[src/rtl/wb_pkg.sv]
// Shared types and constants for the register-file write-port arbiter.
package wb_pkg;

  localparam int REG_AW = 5;
  localparam int XLEN   = 32;

  typedef struct packed {
    logic [REG_AW-1:0] rd;
    logic [XLEN-1:0]   wd;
  } entry_t;

endpackage

[src/rtl/wb_port_arbiter_if.sv]
// Bus bundle between writeback, long-latency unit, hazard unit and register file.
interface wb_port_arbiter_if #(parameter int XLEN = wb_pkg::XLEN);

  logic                      p_we;
  logic [wb_pkg::REG_AW-1:0] p_wa;
  logic [XLEN-1:0]           p_wd;
  logic                      lu_issue;
  logic [wb_pkg::REG_AW-1:0] lu_issue_rd;
  logic                      lu_valid;
  logic [wb_pkg::REG_AW-1:0] lu_rd;
  logic [XLEN-1:0]           lu_wd;
  logic                      lu_ready;
  logic [wb_pkg::REG_AW-1:0] chk_ra1;
  logic [wb_pkg::REG_AW-1:0] chk_ra2;
  logic [wb_pkg::REG_AW-1:0] chk_rd;
  logic                      stall;
  logic                      drain_req;
  logic                      rf_we;
  logic [wb_pkg::REG_AW-1:0] rf_wa;
  logic [XLEN-1:0]           rf_wd;
  logic [31:0]               pending;

  modport slave (
    input  p_we, p_wa, p_wd, lu_issue, lu_issue_rd, lu_valid, lu_rd, lu_wd,
           chk_ra1, chk_ra2, chk_rd,
    output lu_ready, stall, drain_req, rf_we, rf_wa, rf_wd, pending
  );

  modport master (
    output p_we, p_wa, p_wd, lu_issue, lu_issue_rd, lu_valid, lu_rd, lu_wd,
           chk_ra1, chk_ra2, chk_rd,
    input  lu_ready, stall, drain_req, rf_we, rf_wa, rf_wd, pending
  );

endinterface

[src/rtl/wb_fifo.sv]
// Circular buffer of DEPTH long-latency results; caller guarantees no push
// when full and no pop when empty.
module wb_fifo
  import wb_pkg::*;
#(
  parameter int DEPTH = 4
) (
  input  logic                       clk,
  input  logic                       rst,
  input  logic                       push,
  input  logic                       pop,
  input  entry_t                     din,
  output entry_t                     head,
  output logic [$clog2(DEPTH):0]     count
);

  localparam int AW = $clog2(DEPTH);

  entry_t        mem [DEPTH];
  logic [AW-1:0] wr_ptr;
  logic [AW-1:0] rd_ptr;

  // NOTE: sequential state uses non-blocking assignments so every flop samples pre-edge values.
  always_ff @(posedge clk) begin
    if (rst) begin
      wr_ptr <= '0;
      rd_ptr <= '0;
      count  <= '0;
    end else begin
      // Pointers are exactly log2(DEPTH) wide, so they wrap on their own.
      if (push) wr_ptr <= wr_ptr + 1'b1;
      if (pop)  rd_ptr <= rd_ptr + 1'b1;
      case ({push, pop})
        2'b10:   count <= count + 1'b1;
        2'b01:   count <= count - 1'b1;
        default: count <= count;
      endcase
    end
  end

  // NOTE: the storage array has no reset; count and pointers alone define which entries are live.
  always_ff @(posedge clk) begin
    if (push) mem[wr_ptr] <= din;
  end

  assign head = mem[rd_ptr];

endmodule

[src/rtl/wb_port_arbiter.sv]
// Register-file write-port arbiter: pipeline writes win, long-latency results
// queue and drain into idle slots; optional same-cycle bypass under WB_BYPASS_EN.
module wb_port_arbiter
  import wb_pkg::*;
#(
  parameter int DEPTH = 4,
  parameter int XLEN  = wb_pkg::XLEN
) (
  input logic               clk,
  input logic               rst,
  wb_port_arbiter_if.slave  bus
);

  localparam int CW = $clog2(DEPTH) + 1;

  if (XLEN != wb_pkg::XLEN) begin : g_xlen_guard
    $error("wb_port_arbiter: XLEN must match wb_pkg::XLEN");
  end

  logic [CW-1:0] count;
  entry_t        head;
  entry_t        din;
  logic          push;
  logic          pop;
  logic          accept;
  logic          bypass;
  logic          lu_ready;
  logic [31:0]   pending_q;
  logic [31:0]   set_mask;
  logic [31:0]   clr_mask;

  wb_fifo #(.DEPTH(DEPTH)) u_fifo (
    .clk   (clk),
    .rst   (rst),
    .push  (push),
    .pop   (pop),
    .din   (din),
    .head  (head),
    .count (count)
  );

  assign lu_ready = !rst && (count < CW'(DEPTH));
  assign accept   = bus.lu_valid && lu_ready;
  assign din      = '{rd: bus.lu_rd, wd: bus.lu_wd};

`ifdef WB_BYPASS_EN
  assign bypass = accept && !bus.p_we && (count == '0) && (bus.lu_rd != '0);
`else
  assign bypass = 1'b0;
`endif

  // x0 results are accepted but never stored.
  assign push = accept && (bus.lu_rd != '0) && !bypass;

  // NOTE: every output of this block gets a default first, so no path leaves a latch behind.
  always_comb begin
    bus.rf_we = 1'b0;
    bus.rf_wa = '0;
    bus.rf_wd = '0;
    pop       = 1'b0;
    clr_mask  = '0;
    if (!rst) begin
      if (bus.p_we) begin
        bus.rf_we = 1'b1;
        bus.rf_wa = bus.p_wa;
        bus.rf_wd = bus.p_wd;
      end else if (bypass) begin
        bus.rf_we           = 1'b1;
        bus.rf_wa           = bus.lu_rd;
        bus.rf_wd           = bus.lu_wd;
        clr_mask[bus.lu_rd] = 1'b1;
      end else if (count != '0) begin
        pop                 = 1'b1;
        bus.rf_we           = 1'b1;
        bus.rf_wa           = head.rd;
        bus.rf_wd           = head.wd;
        clr_mask[head.rd]   = 1'b1;
      end
    end
  end

  always_comb begin
    set_mask = '0;
    if (bus.lu_issue && (bus.lu_issue_rd != '0)) set_mask[bus.lu_issue_rd] = 1'b1;
  end

  // Applying set after clear lets a fresh issue survive a same-cycle drain of that register.
  always_ff @(posedge clk) begin
    if (rst) pending_q <= '0;
    else     pending_q <= (pending_q & ~clr_mask) | set_mask;
  end

  assign bus.pending   = pending_q;
  assign bus.lu_ready  = lu_ready;
  assign bus.drain_req = !rst && (count == CW'(DEPTH));
  assign bus.stall     = !rst && (pending_q[bus.chk_ra1] | pending_q[bus.chk_ra2] |
                                  pending_q[bus.chk_rd]);

endmodule

[src/flat_wrapper.sv]
// flat-port wrapper written by rule: the top's interface ports become plain ports
module wb_port_arbiter_flat import wb_pkg::*;
#(
  parameter int DEPTH = 4,
  parameter int XLEN  = wb_pkg::XLEN
)
  (clk, rst, bus_p_we, bus_p_wa, bus_p_wd, bus_lu_issue, bus_lu_issue_rd, bus_lu_valid, bus_lu_rd, bus_lu_wd, bus_chk_ra1, bus_chk_ra2, bus_chk_rd, bus_lu_ready, bus_stall, bus_drain_req, bus_rf_we, bus_rf_wa, bus_rf_wd, bus_pending);
  wb_port_arbiter_if #(.XLEN(XLEN)) bus_i ();
  input logic clk;
  input logic rst;
  input wire logic [$bits(bus_i.p_we)-1:0] bus_p_we;
  input wire logic [$bits(bus_i.p_wa)-1:0] bus_p_wa;
  input wire logic [$bits(bus_i.p_wd)-1:0] bus_p_wd;
  input wire logic [$bits(bus_i.lu_issue)-1:0] bus_lu_issue;
  input wire logic [$bits(bus_i.lu_issue_rd)-1:0] bus_lu_issue_rd;
  input wire logic [$bits(bus_i.lu_valid)-1:0] bus_lu_valid;
  input wire logic [$bits(bus_i.lu_rd)-1:0] bus_lu_rd;
  input wire logic [$bits(bus_i.lu_wd)-1:0] bus_lu_wd;
  input wire logic [$bits(bus_i.chk_ra1)-1:0] bus_chk_ra1;
  input wire logic [$bits(bus_i.chk_ra2)-1:0] bus_chk_ra2;
  input wire logic [$bits(bus_i.chk_rd)-1:0] bus_chk_rd;
  output wire logic [$bits(bus_i.lu_ready)-1:0] bus_lu_ready;
  output wire logic [$bits(bus_i.stall)-1:0] bus_stall;
  output wire logic [$bits(bus_i.drain_req)-1:0] bus_drain_req;
  output wire logic [$bits(bus_i.rf_we)-1:0] bus_rf_we;
  output wire logic [$bits(bus_i.rf_wa)-1:0] bus_rf_wa;
  output wire logic [$bits(bus_i.rf_wd)-1:0] bus_rf_wd;
  output wire logic [$bits(bus_i.pending)-1:0] bus_pending;
  assign bus_i.p_we = bus_p_we;
  assign bus_i.p_wa = bus_p_wa;
  assign bus_i.p_wd = bus_p_wd;
  assign bus_i.lu_issue = bus_lu_issue;
  assign bus_i.lu_issue_rd = bus_lu_issue_rd;
  assign bus_i.lu_valid = bus_lu_valid;
  assign bus_i.lu_rd = bus_lu_rd;
  assign bus_i.lu_wd = bus_lu_wd;
  assign bus_i.chk_ra1 = bus_chk_ra1;
  assign bus_i.chk_ra2 = bus_chk_ra2;
  assign bus_i.chk_rd = bus_chk_rd;
  assign bus_lu_ready = bus_i.lu_ready;
  assign bus_stall = bus_i.stall;
  assign bus_drain_req = bus_i.drain_req;
  assign bus_rf_we = bus_i.rf_we;
  assign bus_rf_wa = bus_i.rf_wa;
  assign bus_rf_wd = bus_i.rf_wd;
  assign bus_pending = bus_i.pending;
  wb_port_arbiter #(.DEPTH(DEPTH), .XLEN(XLEN)) u_core (.clk(clk), .rst(rst), .bus(bus_i));
endmodule
[config.mk]
export PLATFORM = sky130hd
export DESIGN_NAME = wb_port_arbiter_flat
export DESIGN_NICKNAME = d
export VERILOG_FILES = /design/src/rtl/wb_pkg.sv /design/src/rtl/wb_port_arbiter_if.sv /design/src/rtl/wb_fifo.sv /design/src/rtl/wb_port_arbiter.sv /design/src/flat_wrapper.sv
export SDC_FILE = /design/constraint.sdc
export NUM_CORES = 1
export LEC_CHECK = 0
export BUFFER_PORTS_ARGS = -buffer_cell sky130_fd_sc_hd__clkbuf_2
export CORE_MARGIN = 2
export CORE_UTILIZATION = 45
export DETAILED_ROUTE_END_ITERATION = 7
export GPL_ROUTABILITY_DRIVEN = 0
export MAX_ROUTING_LAYER = met4
export PLACE_DENSITY = 0.73
export SLEW_MARGIN = 20
export SYNTH_ARGS = -nofsm -noshare
export SYNTH_HDL_FRONTEND = slang
export SYNTH_SLANG_ARGS = --single-unit
[constraint.sdc]
create_clock -name clk -period 5.4 [get_ports clk]
set_clock_uncertainty 0.1 [all_clocks]
set_input_delay 0.81 -clock clk [delete_from_list [all_inputs] [get_ports clk]]
set_output_delay 0.81 -clock clk [all_outputs]
set_load 0.01 [all_outputs]
==> impl_metrics.csv, run 1 <==
group,metric,value,unit
power,power_frac_comb,10.0,%
critical_path,arrival,2830,ps
timing,period_needed,3740,ps
clock_network,root_buffer,"clkbuf_16",
critical_path,crit_fanout,46,
worst_hold_path,hold_path_class,"reg -> reg",
run_status,outcome,"complete, but fails checks",
critical_path,r2r_setup_slack,2760,ps
place,hpwl,13400,um
die,rows,49,
timing,setup_violations,0,
power,vdd_ir_drop_max,221,uV
die,fp.dieW,140,um
yosys,synth_area,8340,um2
yosys,yosysTopAreaCellShare,53.3,%
critical_path,crit_cells,4,
global_route,top_usage_layer,"met2",
worst_hold_path,min_to,"u_core.u_fifo.rd_ptr[0]",
cells_and_area,nets,821,
clock_network,numCtsBuffers,17,
global_route,grt_pass1_vias,5750,
cells_and_area,final_common_cell,"clkbuf_2",
routing,ant_nets,0,
clock_network,clock_path_buffers,2,
timing,fmax,267,MHz
die,boundaryPins,172,
place,place_area,9380,um2
routing,first_pass_iters,8,
timing,slew-limit-headroom,29.4,%
clock_network,cts_setup_buffers,0,
clock_network,cts_tree,"yes",
clock_network,clk_pin_slew,60,ps
clock_network,cts.hold.buffers_added,0,
timing,finalSetupTns,0,ps
cells_and_area,layout_common_cells,"clkbuf_2, edfxtp_1, mux4_2",
timing,worst_pin_slew,1060,ps
cells_and_area,fillerInstances,1432,
critical_path,endpoint_kind,"output pin",
critical_path,rr_startpoint,"u_core.u_fifo.count[2]",
timing,rsz0062_at_grt,"false",
timing,whs,438,ps
clock_network,htree_num_levels,4,
yosys,synth_top_cell_by_area,"edfxtp_1",
critical_path,path_cells,"clkbuf_2 -> nor2_4 -> a22o_1 -> clkbuf_2",
timing,period_share,69.3,%
yosys,async_flop_share,0,%
clock_network,insertion_delay,420,ps
timing,slew_violations,0,
critical_path,cp-start-kind,"input pin",
routing,wl,19600,um
routing,wl_per_cell,20.5,um
global_route,grt_overflow,0,
yosys,syn_nets,661,
die,initial_utilization,46.1,%
global_route,grt_max_degree,47,
yosys,synth_warnings,0,
critical_path,crit_path_max_incr_delay,1040,ps
critical_path,cp.required,4490,ps
die,die_h,140,um
critical_path,worst_r2r_endpoint,"u_core.u_fifo.count[2]",
cells_and_area,area_delta_synth_final,18.9,%
routing,drt_iter0_drc,392,
yosys,ys_seq_area_share,63.1,%
power,p_switching,0.000701,W
routing,vias,5651,
power,power_frac_seq,53.2,%
critical_path,path_buf_inv,2,
cells_and_area,drive_above_1_share,36.4,%
critical_path,crit_slowest_cell,"nor2_4",
routing,drc,14,
global_route,antenna_found_initial,2,
timing,hold_viol,0,
worst_hold_path,holdPathStages,2,
critical_path,cp_common_cell,"clkbuf_2",
yosys,avgSynthCellArea,15.0,um2
cells_and_area,final_cell_area,9910,um2
power,pwr-share-clk,36.8,%
global_route,met2_usage,34.8,%
routing,viasPerCell,5.90,
run,cap_violations,0,
critical_path,critPathKind,"in -> out",
clock_network,cts_num_sinks,189,
yosys,syn_inst,556,
yosys,synth_edf_count,148,
yosys,yosys.cell_types.count,45,
yosys,dominantRegCellSynth,"edfxtp_1",
worst_hold_path,hold_path_startpoint,"u_core.u_fifo.rd_ptr[0]",
yosys,ys_seq_elements,189,
power,p_leak,3.53,nW
global_route,grt_pass1_wl,30500,um
clock_network,cts-resized-gates,0,
global_route,grtUsageMet3,4.89,%
global_route,global_route.usage.met1,25.4,%
global_route,grtUsageTotal,20.8,%
critical_path,crit_family,"simple AND/OR/NAND/NOR gates",
yosys,synthTopCellsByArea,"edfxtp_1, mux4_2, dfxtp_1",
die,fp.coreArea,18100,um2
place,pre_cts_ws,1690,ps
run_status,violations,"design-rule violations",
place,port_buffers,171,
power,internal-power,0.00237,W
die,dieArea,19600,um2
power,powerDensity,310,nW/um2
power,switching_share,22.8,%
timing,setup_ws,1660,ps
critical_path,rr_worst_depth,9,
## routing by layer
metal | vias to the layer above | part of all wire, %
li1 | 2522 | -
met1 | 2802 | 40
met2 | 296 | 49
met3 | 31 | 8.5
met4 | 0 | 2.1
met5 | - | 0
## synthesized netlist by cell type, types with 2 or more instances
library cell  count
nand2_1          41
mux2i_1          13
nor2_1           29
inv_1            11
o2111ai_1         3
mux2_2            3
and2_1            5
a21oi_1          36
or3_1             2
o21ai_0          29
nor4b_1           2
xor2_1            3
a311oi_1          2
clkbuf_1         20
o2111a_1          2
o21ai_1           3
buf_1             4
nor2b_1           9
buf_2             6
mux4_2           53
xnor2_1           2
nand3b_1          5
nand2b_1         10
dfxtp_1          41
o211ai_1          2
a211oi_1          2
nand3_1           9
edfxtp_1        148
nor3_1            3
ha_1              5
nor3b_1           2
a2111oi_0         2
a22o_1           37
## how the worst max path moves through the flow
stage                  start       endpoint  slack, ps
3_3_place_gp             rst   bus_rf_wa[0]       1780
6_report                 rst   bus_rf_wa[0]       1660
3_5_place_dp             rst   bus_rf_wa[0]       1690
2_1_floorplan  bus_chk_rd[0]      bus_stall       2190
5_1_grt                  rst  bus_rf_wd[29]       1530
4_1_cts                  rst   bus_rf_wa[0]       1680
## area by class of cell
type | instances | area (um2) | share of cell area, %
sequential | 189 | 5270 | 53.2
timing repair buffer | 173 | 871 | 8.79
antenna | 2 | 5.00 | 0.0505
multi-input combinational | 324 | 2910 | 29.4
tap | 229 | 287 | 2.89
clock buffer | 19 | 433 | 4.37
clock inverter | 10 | 92.6 | 0.934
inverter | 11 | 41.3 | 0.417
## power by group through the flow
stage,clock [W],combinational [W],sequential (W)
final,0.00113,0.000307,0.00164
after global routing,0.00120,0.000334,0.00164
after CTS,0.00115,0.000308,0.00164
after detailed placement,0,0.000307,0.00167
after global placement,0,0.000295,0.00167
after floorplan,0,0.000196,0.00165
## worst reg2reg max path, stage by stage (launching register included)
cell and delay [ps]:
dfxtp_1 400, nor3_1 130, nor3_4 120, buf_4 490, ha_1 280, inv_1 60
fa_1 380, xor2_1 160, or3_1 300, a21oi_1 140
## kinds of logic after synthesis
family	count (synthesis)	share of synthesized area, %
AO/OA/AOI/OAI	122	9.72
XOR/XNOR	5	0.525
adder cells (fa/ha/maj)	6	0.990
buffers and inverters	43	2.16
flip-flops	189	63.1
multiplexers	69	16.3
AND/OR/NAND/NOR	122	7.17
## state kept, by name, indices dropped and copies added, names as in the netlist, named ones only
| name | count |
|---|---|
| u_core.u_fifo.count | 3 |
| u_core.u_fifo.wr_ptr | 2 |
| u_core.u_fifo.rd_ptr | 2 |
| u_core.u_fifo.mem | 148 |
| u_core.bus.pending | 32 |
## metrics by stage
| step | total power, W | utilization, % | instances |
|---|---|---|---|
| final | 0.00308 | 54.8 | 957 |
| after global routing | 0.00318 | 54.8 | 957 |
| after floorplan | 0.00185 | - | 556 |
| after detailed placement | 0.00198 | 51.9 | 926 |
| after global placement | 0.00196 | 51.9 | 926 |
| after CTS | 0.00309 | 54.8 | 955 |
No activity file was read; power rests on OpenSTA's default activity.
==> run 2, diff against run 1 <==
Settings changed: ABC_AREA set to 1, PLACE_DENSITY 0.73 to 0.72.
Clock period 5.4 ns to 3.6 ns, I/O delays scaled along.
==> impl_metrics.csv, run 2 <==
group,metric,value,unit
run_status,outcome,"finished, final reports clean",
yosys,ys_seq_area_share,59.6,%
timing,period_share,84.1,%
timing,worst_pin_slew,742,ps
timing,slew_violations,0,
cells_and_area,multi_input_area,3100,um2
die,initial_utilization,45.7,%
cells_and_area,top_register,"u_core.u_fifo.mem",
yosys,synth.most_common_cell,"nand2_1",
cells_and_area,drive_above_1_share,22.3,%
critical_path,path_cells,"buf_4 -> nand2_1 -> a32oi_4 -> inv_2 -> o21ai_0 -> clkbuf_2",
clock_network,cts_tree,"yes",
die,rows,51,
critical_path,rr_worst_depth,11,
power,p_leak,4.07,nW
die,fp.dieW,144,um
die,die_h,144,um
yosys,synthTopCellsByArea,"edfxtp_1, dfxtp_1, nand2_1",
global_route,grt_pass1_vias,6780,
clock_network,cts_num_sinks,189,
clock_network,root_buffer,"clkbuf_16",
critical_path,rr_startpoint,"u_core.u_fifo.count[1]",
die,fp.coreArea,19300,um2
routing,viasPerCell,5.42,
yosys,ys_seq_elements,189,
yosys,synth_area,8830,um2
yosys,synth_top_cell_by_area,"edfxtp_1",
clock_network,cts_setup_buffers,0,
clock_network,cts-resized-gates,0,
die,boundaryPins,172,
cells_and_area,nets,1186,
routing,wl_per_cell,17.0,um
critical_path,endpoint_kind,"output pin",
place,hpwl,15200,um
clock_network,insertion_delay,430,ps
power,switching_share,25.1,%
clock_network,htree_num_levels,4,
critical_path,path_buf_inv,3,
yosys,yosys.cell_types.count,29,
yosys,synth_edf_count,148,
global_route,antenna_found_initial,1,
critical_path,critPathKind,"reg -> out",
timing,rsz0062_at_grt,"false",
yosys,dominantRegCellSynth,"edfxtp_1",
power,power_frac_comb,10.9,%
cells_and_area,area_delta_synth_final,18.9,%
clock_network,cts.hold.buffers_added,0,
cells_and_area,largest_reg_flops,148,
cells_and_area,regArea,5270,um2
yosys,syn_inst,930,
critical_path,crit_fanout,74,
routing,drt_iter0_drc,753,
clock_network,clk_pin_slew,70,ps
timing,setup_violations,0,
worst_hold_path,hold_path_startpoint,"bus_lu_wd[15]",
power,internal-power,0.00355,W
power,power,0.00474,W
routing,first_pass_iters,5,
worst_hold_path,holdPathStages,1,
timing,period_needed,3030,ps
timing,hold_viol,0,
global_route,grtUsageTotal,23.0,%
routing,vias,7377,
cells_and_area,final_common_cell,"nand2_1",
yosys,yosysTopAreaCellShare,50.3,%
clock_network,numCtsBuffers,17,
timing,finalSetupTns,0,ps
timing,slew-limit-headroom,50.5,%
yosys,synthTopCellsByCount,"nand2_1, edfxtp_1, nand3_1, nor2_1, o21ai_0",
yosys,synth_warnings,0,
critical_path,r2r_setup_slack,1180,ps
cells_and_area,layout_common_cells,"nand2_1, clkbuf_2, edfxtp_1",
routing,wl,23200,um
critical_path,crit_path_max_incr_delay,590,ps
routing,drc,0,
power,power_frac_seq,51.2,%
place,port_buffers,171,
critical_path,cp-start-kind,"flip-flop",
timing,fmax,330,MHz
clock_network,clock_path_buffers,2,
power,pwr-share-clk,37.9,%
critical_path,arrival,2390,ps
global_route,grt_pass1_wl,35400,um
global_route,grt_max_degree,75,
run,cap_violations,0,
critical_path,crit_slowest_cell,"buf_4",
critical_path,crit_cells,6,
routing,ant_nets,0,
worst_hold_path,hold_path_class,"in -> reg",
global_route,grt_overflow,0,
yosys,avgSynthCellArea,9.49,um2
critical_path,crit_family,"buffers and inverters",
cells_and_area,fillerInstances,1760,
yosys,syn_nets,1035,
power,vdd_ir_drop_max,343,uV
power,p_switching,0.00119,W
die,dieArea,20800,um2
yosys,async_flop_share,0,%
critical_path,cp.required,2960,ps
power,powerDensity,451,nW/um2
-- run 2: cell count changes in the layout (fill, tap and decap cells not counted), moves of 10 or more --
cell      change
inv_1        +52
a32o_1       +32
mux2i_1      -13
nor2_1       +45
o22ai_1      +32
nand3_1      +82
o21ai_0      +48
mux4_2       -53
o21ai_1      +21
nand2b_1     -10
nand2_1     +161
a22o_1       -37
-- run 2: cell families after synthesis --
group           count (synthesis)  synth area share [%]
simple gates                  397                  18.9
compound gates                215                  14.9
flops                         189                  59.6
buf+inv                       123                  5.70
fa+ha+maj                       6                 0.935
-- run 2: final cells by class --
cell class,instances,share of cell area [%]
diodes,1,0.0238
clock buffers,18,4.09
clock inverters,14,1.25
inverters,71,2.54
multi-input cells,618,29.5
flip-flops and latches,189,50.1
well taps,265,3.16
repair buffers,184,9.32
-- run 2: routing by layer --
layer	vias to the layer above	GRT usage (%)	wire length, um
li1	3583	-	-
met4	0	8.00	511
met3	47	4.54	1840
met1	3443	29.4	9750
met2	304	37.0	11100
met5	-	-	0
-- run 2: worst paths after layout --
path,endpoint
setup reg to reg,u_core.u_fifo.count[2]
setup / recovery,bus_rf_wa[2]
hold / removal,u_core.u_fifo.mem[3][15]
hold reg to reg,flip-flop
-- run 2: stage by stage --
step / util [%] / setup WS (ps) / hold slack, ps / instance area (um2) / instances
floorplan: - / 453 / 336 / 8830 / 930
global placement: 51.4 / 971 / 349 / 9940 / 1327
detailed placement: 51.4 / 916 / 356 / 9940 / 1327
CTS: 54.3 / 543 / 214 / 10500 / 1359
global route: 54.3 / 402 / 208 / 10500 / 1360
finish: 54.3 / 573 / 230 / 10500 / 1360
-- run 2: power groups by stage --
stage | Clock [W] | Sequential (W) | Combinational (W)
final | 0.00180 | 0.00243 | 0.000515
after global routing | 0.00191 | 0.00243 | 0.000569
after CTS | 0.00181 | 0.00243 | 0.000516
after detailed placement | 0 | 0.00247 | 0.000514
after global placement | 0 | 0.00247 | 0.000503
after floorplan | 0 | 0.00247 | 0.000310
==> run 3, diff against run 2 <==
Clock period 3.6 ns to 2.8 ns, I/O delays scaled along.
==> impl_metrics.csv, run 3 (synthesis gave the netlist of run 2 again) <==
group,metric,value,unit
timing,finalSetupTns,0,ps
clock_network,cts-resized-gates,0,
place,place_inst,1331,
timing,setup_violations,0,
timing,period_share,93.3,%
cells_and_area,regArea,5270,um2
die,boundaryPins,172,
routing,first_pass_iters,5,
place,port_buffers,171,
die,rows,51,
clock_network,cts_num_sinks,189,
routing,ant_nets,0,
routing,drt_iter0_drc,655,
routing,vias,7539,
cells_and_area,layout_common_cells,"nand2_1, clkbuf_2, edfxtp_1",
critical_path,endpoint_kind,"output pin",
timing,setup_ws,188,ps
timing,slew-limit-headroom,54.6,%
routing,wl,23200,um
die,initial_utilization,45.7,%
die,fp.dieW,144,um
routing,wl_per_cell,17.0,um
cells_and_area,final_common_cell,"nand2_1",
routing,drc,0,
clock_network,cts_tree,"yes",
die,fp.coreArea,19300,um2
global_route,grt_overflow,0,
power,powerDensity,578,nW/um2
cells_and_area,fillerInstances,1693,
cells_and_area,final_cell_area,10600,um2
clock_network,clk_pin_slew,70,ps
power,power,0.00612,W
worst_hold_path,hold_path_class,"in -> reg",
clock_network,cts_setup_buffers,0,
clock_network,numCtsBuffers,17,
critical_path,critPathKind,"reg -> out",
power,p_leak,4.10,nW
power,vdd_ir_drop_max,452,uV
critical_path,path_cells,"buf_12 -> o21ai_0 -> o22ai_1 -> a32o_1 -> clkbuf_2",
global_route,grt_max_degree,73,
critical_path,path_buf_inv,2,
clock_network,clock_path_buffers,2,
cells_and_area,largest_reg_flops,148,
cells_and_area,instances_no_fill,1366,
critical_path,cp-start-kind,"flip-flop",
clock_network,insertion_delay,430,ps
cells_and_area,nets,1190,
critical_path,crit_family,"compound AO/OA/AOI/OAI gates",
run_status,outcome,"finished, final reports clean",
place,hpwl,15100,um
timing,fmax,383,MHz
timing,hold_viol,0,
global_route,grtUsageTotal,23.1,%
clock_network,root_buffer,"clkbuf_16",
critical_path,crit_slowest_cell,"dfxtp_2",
timing,rsz0062_at_grt,"false",
critical_path,crit_path_max_incr_delay,530,ps
cells_and_area,top_register,"u_core.u_fifo.mem",
cells_and_area,drive_above_1_share,22.9,%
cells_and_area,multi_input_area,3100,um2
die,die_h,144,um
place,pre_cts_ws,372,ps
global_route,antenna_found_initial,3,
critical_path,arrival,2090,ps
global_route,grt_pass1_wl,35500,um
routing,viasPerCell,5.52,
timing,slew_violations,0,
cells_and_area,area_delta_synth_final,20.0,%
critical_path,crit_fanout,60,
critical_path,cp.required,2280,ps
run,cap_violations,0,
clock_network,cts.hold.buffers_added,0,
die,dieArea,20800,um2
global_route,grt_pass1_vias,7020,
timing,period_needed,2610,ps
clock_network,htree_num_levels,4,
place,place_area,10000,um2
timing,worst_pin_slew,678,ps
-- run 3: routing by layer --
metal  share of wire, %  wire length (um)  GRT usage [%]  vias up
li1                   -                 -              -     3588
met3                8.1              1870           5.10       49
met2                 48             11100           37.6      344
met4                3.0               694           10.4        0
met1                 41              9530           27.8     3558
met5                  0                 0              -        -
-- run 3: through the flow --
| stage | utilization (%) | hold WS [ps] |
|---|---|---|
| after CTS | 54.8 | 79.8 |
| after global routing | 54.8 | 97.5 |
| after floorplan | - | 336 |
| after detailed placement | 51.8 | 359 |
| final | 54.8 | 104 |
| after global placement | 51.8 | 358 |
-- run 3: path summary, 6_finish.rpt --
path / from / end / slack (ps) / cells after the start
worst max register to register: u_core.u_fifo.count[0] / u_core.u_fifo.count[2] / 800 / 11
worst max-delay path: flip-flop / bus_rf_wd[28] / 190 / 5
worst min-delay path: bus_lu_wd[9] / u_core.u_fifo.mem[1][9] / 100 / 1
worst min register to register: u_core.u_fifo.rd_ptr[1] / flip-flop / 380 / 2
-- run 3: final cells by class --
cell class / count / area share [%]
Clock inverter: 13 / 1.20
Multi-Input combinational cell: 618 / 29.2
Inverter: 71 / 2.52
Tap cell: 265 / 3.13
Timing Repair Buffer: 188 / 9.87
Clock buffer: 19 / 4.27
Sequential cell: 189 / 49.7
Antenna cell: 3 / 0.0709
-- run 3: power breakdown --
part	leakage (nW)	total, W	internal, W	switching, W
combinational	2.15	0.000665	0.000235	0.000430
sequential	1.68	0.00312	0.00309	0.0000320
clock	0.282	0.00234	0.00129	0.00104
total	4.10	0.00612	0.00462	0.00151
-- run 3: worst register-to-register path: stages, from the launching register on --
cell,delay [ps]
dfxtp_1,310
inv_1,80
nand2_1,120
o21bai_1,110
nor2_4,110
ha_1,160
inv_1,70
fa_1,370
a21oi_1,150
o21ai_0,110
o21ai_0,160
a21oi_1,50
